===== config.mk =====
export PLATFORM = sky130hd
export DESIGN_NAME = mpp_sequencer_flat
export DESIGN_NICKNAME = d
export VERILOG_FILES = /design/src/rtl/mpp_pkg.sv /design/src/rtl/mpp_sequencer_if.sv /design/src/rtl/mpp_prog_mem.sv /design/src/rtl/mpp_sequencer.sv /design/src/flat_wrapper.sv
export SDC_FILE = /design/constraint.sdc
export NUM_CORES = 1
export LEC_CHECK = 0
export ABC_AREA = 1
export CAP_MARGIN = 10
export CORE_UTILIZATION = 55
export DETAILED_ROUTE_END_ITERATION = 8
export PLACE_DENSITY = 0.74
export SLEW_MARGIN = 20
export SYNTH_ARGS = -nofsm -noshare
export SYNTH_HDL_FRONTEND = slang
export SYNTH_SLANG_ARGS = --single-unit

===== constraint.sdc =====
create_clock -name clk -period 2.1 [get_ports clk]
set_clock_uncertainty 0.1 [all_clocks]
set_input_delay 0.42 -clock clk [delete_from_list [all_inputs] [get_ports clk]]
set_output_delay 0.42 -clock clk [all_outputs]
set_load 0.05 [all_outputs]

===== src/rtl/mpp_pkg.sv =====
// Shared constants, address type and sequencer state encoding for the mpp instruction path.
package mpp_pkg;

    localparam int          ADDR_W      = 6;
    localparam int          DEPTH       = 64;
    localparam logic [7:0]  NOP_OP_DEF  = 8'h00;
    localparam logic [7:0]  HALT_OP_DEF = 8'h7F;
    localparam logic [1:0]  JMP_PFX     = 2'b11;
    localparam logic [1:0]  JNZ_PFX     = 2'b10;

    typedef logic [ADDR_W-1:0] addr_t;

    typedef enum logic [1:0] {
        ST_IDLE,
        ST_RUN,
        ST_HALTED
    } state_e;

endpackage


===== src/rtl/mpp_sequencer_if.sv =====
// Host/core-facing signals of the sequencer; master is the host side, slave the sequencer.
interface mpp_sequencer_if;
    import mpp_pkg::*;

    logic        prog_we;
    addr_t       prog_addr;
    logic [7:0]  prog_data;
    logic        start;
    logic        cond;
    logic [7:0]  instruction;
    addr_t       pc;
    logic        running;
    logic        halted;

    modport master (
        output prog_we, prog_addr, prog_data, start, cond,
        input  instruction, pc, running, halted
    );

    modport slave (
        input  prog_we, prog_addr, prog_data, start, cond,
        output instruction, pc, running, halted
    );

endinterface


===== src/rtl/mpp_prog_mem.sv =====
// 64x8 program RAM, one write port and one registered read port (1-cycle latency).
// A write to the address being read in the same cycle returns the new data.
module mpp_prog_mem
    import mpp_pkg::*;
(
    input  logic        clk,
    input  logic        we_i,
    input  addr_t       waddr_i,
    input  logic [7:0]  wdata_i,
    input  addr_t       raddr_i,
    output logic [7:0]  rdata_o
);

    logic [7:0] mem_q [DEPTH];
    logic [7:0] rdata_q;

    always_ff @(posedge clk) begin
        if (we_i) begin
            mem_q[waddr_i] <= wdata_i;
        end
        rdata_q <= (we_i && (waddr_i == raddr_i)) ? wdata_i : mem_q[raddr_i];
    end

    assign rdata_o = rdata_q;

endmodule


===== src/rtl/mpp_sequencer.sv =====
// Issues one program word per clock to mpp, executing JMP/JNZ/HALT locally as NOPs.
// First word appears two edges after start; branches cost only their own NOP slot.
module mpp_sequencer
    import mpp_pkg::*;
#(
    parameter logic [7:0] NOP_OP  = NOP_OP_DEF,
    parameter logic [7:0] HALT_OP = HALT_OP_DEF
) (
    input  logic             clk,
    input  logic             rst,
    mpp_sequencer_if.slave   seq
);

    state_e      state_q, state_d;
    addr_t       pc_q, pc_d;
    logic [7:0]  instr_q, instr_d;
    logic [7:0]  word;
    logic        mem_we;
    addr_t       pc_inc;
    addr_t       target;

    // Read address is the next PC so the word for the next cycle is ready without a bubble.
    mpp_prog_mem u_mem (
        .clk     (clk),
        .we_i    (mem_we),
        .waddr_i (seq.prog_addr),
        .wdata_i (seq.prog_data),
        .raddr_i (pc_d),
        .rdata_o (word)
    );

    assign pc_inc = pc_q + addr_t'(1);
    assign target = word[ADDR_W-1:0];

    always_comb begin
        state_d = state_q;
        pc_d    = pc_q;
        instr_d = NOP_OP;
        mem_we  = 1'b0;
        case (state_q)
            ST_IDLE, ST_HALTED: begin
                mem_we = seq.prog_we;
                if (seq.start) begin
                    state_d = ST_RUN;
                    pc_d    = '0;
                end
            end
            ST_RUN: begin
                if (word == HALT_OP) begin
                    state_d = ST_HALTED;
                end else if (word[7:6] == JMP_PFX) begin
                    pc_d = target;
                end else if (word[7:6] == JNZ_PFX) begin
                    pc_d = seq.cond ? target : pc_inc;
                end else begin
                    instr_d = word;
                    pc_d    = pc_inc;
                end
            end
            default: begin
                state_d = ST_IDLE;
            end
        endcase
    end

    always_ff @(posedge clk) begin
        if (rst) begin
            state_q <= ST_IDLE;
            pc_q    <= '0;
            instr_q <= NOP_OP;
        end else begin
            state_q <= state_d;
            pc_q    <= pc_d;
            instr_q <= instr_d;
        end
    end

    assign seq.instruction = instr_q;
    assign seq.pc          = pc_q;
    assign seq.running     = (state_q == ST_RUN);
    assign seq.halted      = (state_q == ST_HALTED);

endmodule

===== src/flat_wrapper.sv =====
// flat-port wrapper written by rule: the top's interface ports become plain ports
module mpp_sequencer_flat import mpp_pkg::*;
#(
    parameter logic [7:0] NOP_OP  = NOP_OP_DEF,
    parameter logic [7:0] HALT_OP = HALT_OP_DEF
)
  (clk, rst, seq_prog_we, seq_prog_addr, seq_prog_data, seq_start, seq_cond, seq_instruction, seq_pc, seq_running, seq_halted);
  mpp_sequencer_if seq_i ();
  input  logic clk;
  input  logic rst;
  input wire logic [$bits(seq_i.prog_we)-1:0] seq_prog_we;
  input wire logic [$bits(seq_i.prog_addr)-1:0] seq_prog_addr;
  input wire logic [$bits(seq_i.prog_data)-1:0] seq_prog_data;
  input wire logic [$bits(seq_i.start)-1:0] seq_start;
  input wire logic [$bits(seq_i.cond)-1:0] seq_cond;
  output wire logic [$bits(seq_i.instruction)-1:0] seq_instruction;
  output wire logic [$bits(seq_i.pc)-1:0] seq_pc;
  output wire logic [$bits(seq_i.running)-1:0] seq_running;
  output wire logic [$bits(seq_i.halted)-1:0] seq_halted;
  assign seq_i.prog_we = seq_prog_we;
  assign seq_i.prog_addr = seq_prog_addr;
  assign seq_i.prog_data = seq_prog_data;
  assign seq_i.start = seq_start;
  assign seq_i.cond = seq_cond;
  assign seq_instruction = seq_i.instruction;
  assign seq_pc = seq_i.pc;
  assign seq_running = seq_i.running;
  assign seq_halted = seq_i.halted;
  mpp_sequencer #(.NOP_OP(NOP_OP), .HALT_OP(HALT_OP)) u_core (.clk(clk), .rst(rst), .seq(seq_i));
endmodule

==> metrics <==
routed vias=15600; vertical die dimension=202 um; HP Class=in2reg; chip width=202 um; Final Cycle Share=121%; part of the Yosys area used for sequential elements=72.0%; worst setup slack after layout=-0.434 ns; sink of the worst hold path=u_core.u_mem.mem_q[1][6]; kind of launch point of the worst setup path=flip-flop; I/O pin count=35; initial core utilization=56.3%; Critical-path top delay cell=sky130_fd_sc_hd__dfxtp_4; TritonCTS clock tree=built; hold path startpoint=seq_prog_data[6]; netlist area before placement=22000 um^2; flip-flop and latch count after synthesis=534; number of nets still failing antenna checks after routing=0; CORE AREA=39000 um^2; clock latency on the worst-skew pair=0.60 ns; commonest non-fill, non-tap cell in the layout=sky130_fd_sc_hd__nand2_1; full die area=40700 um^2; Hold Vio Cnt, Final=0; DR vias/cell=5.85; endpoint kind of the worst setup timing path=flip-flop; reg2reg setup slack=-0.43 ns; length of the first detailed-routing pass in iterations=6; max_cap viols=0; Design Area, Final=26700 um^2; hold-critical path depth=1; critical path data required time=2.49 ns; synthesized netlist cell count=1916; placed inst area=24200 um^2; multi-input combinational cell area=5740 um^2; post-cts hold buffer count=0; Critical Path AT=2.92 ns; total congestion overflow=0; endpoint of the lowest-slack register-to-register path=u_core.seq.pc[4]; YS warnings=0; number of antenna diodes=0; RSZ-0062 raised after global routing=true; worst path cell trace=buf_12 > buf_16 > buf_12 > nand2_1 > nand3_1 > nand3_1 > nand2_1 > nand2_1 > nand3_2 > nand3_4 > nand2_4 > buf_4 > inv_1 > nand3_1 > nand2_1 > inv_1 > nand3_1 > nand3_1 > nand2_1 > inv_1; Total Nets Final=2135; stage delay of the slowest cell on the critical path=0.40 ns; final core area utilization=68.5%; total of endpoints with negative setup slack in the final report=21; Leakage Power=10.1 nW; Worst-path clk slew=0.06 ns; fill cell instance count of the final layout=2638; number of antenna violations at the first check in global routing=0; iteration-0 DRC count of the detailed router=1909; global-route wire length before repair=87900 um; slew at the pin with the worst max-slew slack=0.838 ns; critical setup path kind=reg2reg; Reg area=15800 um^2; Layout Area Growth over Synthesis=21.7%; Pins Over Slew Limit=0; worst slew margin relative to its limit=44.1%; total CTS buffers=52; vias in the first global route=15400; Port Buf Inserts=34; total number of placement rows=72; clock sink count=534; most frequent cells in the layout=sky130_fd_sc_hd__nand2_1 (647), sky130_fd_sc_hd__edfxtp_1 (512), sky130_fd_sc_hd__nand3_1 (405); post-DP HPWL=33700 um; depth of the worst register-to-register path=20; Distinct cells, synth=25; clock tree buffer depth=3; violated checks=setup timing; syn_area_per_cell=11.5 um^2; total routed wirelength=57000 um; min Tclk post-route=2.53 ns; CTS H-tree depth=2; Peak VDD IR=0.935 mV; share of cells above drive strength 1=18.3%; total routing usage reported by global routing=28.6%; CTS Root Cell=sky130_fd_sc_hd__clkbuf_16; Post-Synthesis Net Count=1936; largest net degree at the start of global routing=65; fmax=395 MHz; Max FO, Critical Path=10; result of the run=finished with violations; wire length per cell after detailed routing=21.3 um; Remaining DRCs=0; last weighted congestion value of the routability-driven placer=0.934; power density over the cells=1140 nW/um^2
[final cells by class]
| class | instances | area share, % |
|---|---|---|
| Inverter | 29 | 0.445 |
| Tap cell | 518 | 2.43 |
| Clock buffer | 75 | 5.39 |
| Timing Repair Buffer | 256 | 10.6 |
| Multi-Input combinational cell | 1242 | 21.5 |
| Sequential cell | 534 | 59.2 |
| Clock inverter | 14 | 0.450 |
[power breakdown]
| part | total (mW) | switching (mW) | leakage (nW) | internal [mW] |
|---|---|---|---|---|
| logic | 9.69 | 5.76 | 4.54 | 3.93 |
| clock network | 8.75 | 3.78 | 0.757 | 4.97 |
| registers | 11.9 | 0.132 | 4.79 | 11.8 |
| total | 30.4 | 9.67 | 10.1 | 20.7 |
[sequential cells by signal (all words and copies together), names as in the netlist, named ones only]
| register | count |
|---|---|
| u_core.u_mem.mem_q | 512 |
| u_core.state_q | 2 |
| u_core.seq.instruction | 8 |
| u_core.seq.pc | 6 |
[metal layers]
metal / part of all wire, % / vias up / global-route usage (%) / routed length [um]
met3: 9.6 / 154 / 4.77 / 5490
met5: 0 / - / 0 / 0
met2: 48 / 868 / 45.9 / 27100
met4: 3.8 / 0 / 11.8 / 2180
li1: - / 7088 / - / -
met1: 39 / 7486 / 39.1 / 22200
[cell usage after synthesis]
| master | number | area share, % |
|---|---|---|
| sky130_fd_sc_hd__a21oi_1 | 8 | 0.18 |
| sky130_fd_sc_hd__buf_1 | 17 | 0.29 |
| sky130_fd_sc_hd__buf_12 | 1 | 0.091 |
| sky130_fd_sc_hd__buf_2 | 44 | 1.0 |
| sky130_fd_sc_hd__buf_4 | 19 | 0.65 |
| sky130_fd_sc_hd__buf_6 | 14 | 0.72 |
| sky130_fd_sc_hd__clkbuf_1 | 16 | 0.27 |
| sky130_fd_sc_hd__conb_1 | 1 | 0.017 |
| sky130_fd_sc_hd__dfxtp_1 | 22 | 2.0 |
| sky130_fd_sc_hd__edfxtp_1 | 512 | 70 |
| sky130_fd_sc_hd__ha_1 | 1 | 0.057 |
| sky130_fd_sc_hd__inv_1 | 26 | 0.44 |
| sky130_fd_sc_hd__inv_2 | 2 | 0.034 |
| sky130_fd_sc_hd__inv_4 | 1 | 0.029 |
| sky130_fd_sc_hd__nand2_1 | 672 | 11 |
| sky130_fd_sc_hd__nand2_2 | 1 | 0.029 |
| sky130_fd_sc_hd__nand2_4 | 3 | 0.15 |
| sky130_fd_sc_hd__nand3_1 | 452 | 10 |
| sky130_fd_sc_hd__nand3_2 | 5 | 0.23 |
| sky130_fd_sc_hd__nand4_1 | 14 | 0.40 |
| sky130_fd_sc_hd__nand4_2 | 1 | 0.057 |
| sky130_fd_sc_hd__nor2_1 | 78 | 1.3 |
| sky130_fd_sc_hd__nor2_2 | 2 | 0.057 |
| sky130_fd_sc_hd__xnor2_1 | 2 | 0.080 |
| sky130_fd_sc_hd__xor2_1 | 2 | 0.080 |
[how the worst max path moves through the flow]
stage	endpoint	cells past startpoint
floorplan	u_core.seq.pc[4]	19
global placement	u_core.seq.instruction[6]	17
detailed placement	flip-flop	16
CTS	u_core.seq.pc[5]	16
global route	u_core.seq.pc[1]	17
finish	u_core.seq.pc[4]	20
[cells by family after synthesis]
kind of cell | count (synthesis) | synth area share (%)
and+or+nand+nor | 1228 | 24.0
DFF | 534 | 72.0
buffers and inverters | 140 | 3.53
AOI/OAI and AO/OA | 8 | 0.182
xor gates and xnor gates | 4 | 0.160
adders and majority gates | 1 | 0.0570
other | 1 | 0.0171
[metrics by stage]
stage,hold WS [ns],TNS (ns),power [mW],instances,setup slack [ns]
after global placement,0.372,-45.65,20.0,2551,-0.353
after detailed placement,0.379,-55.27,20.1,2551,-0.373
after global routing,0.185,-10.16,31.6,2668,-0.539
final,0.191,-7.73,30.4,2668,-0.434
after CTS,0.179,-5.98,30.2,2668,-0.335
after floorplan,0.357,0,17.0,1916,0.0721
[critical path, delay by kind of cell, from the launching register on]
family | cells | cell delay [ns]
AND/OR/NAND/NOR | 13 | 1.22
buffers and inverters | 7 | 0.69
flip-flops | 1 | 0.40
[timing repair]
action / CTS / global route
endpoints found under the setup margin: 35 / 23
resized for setup: 109 / 17
buffers inserted: 18 / 0
pin swaps: 19 / 3
cloned: 12 / 0
No activity file was read; power rests on OpenSTA's default activity.
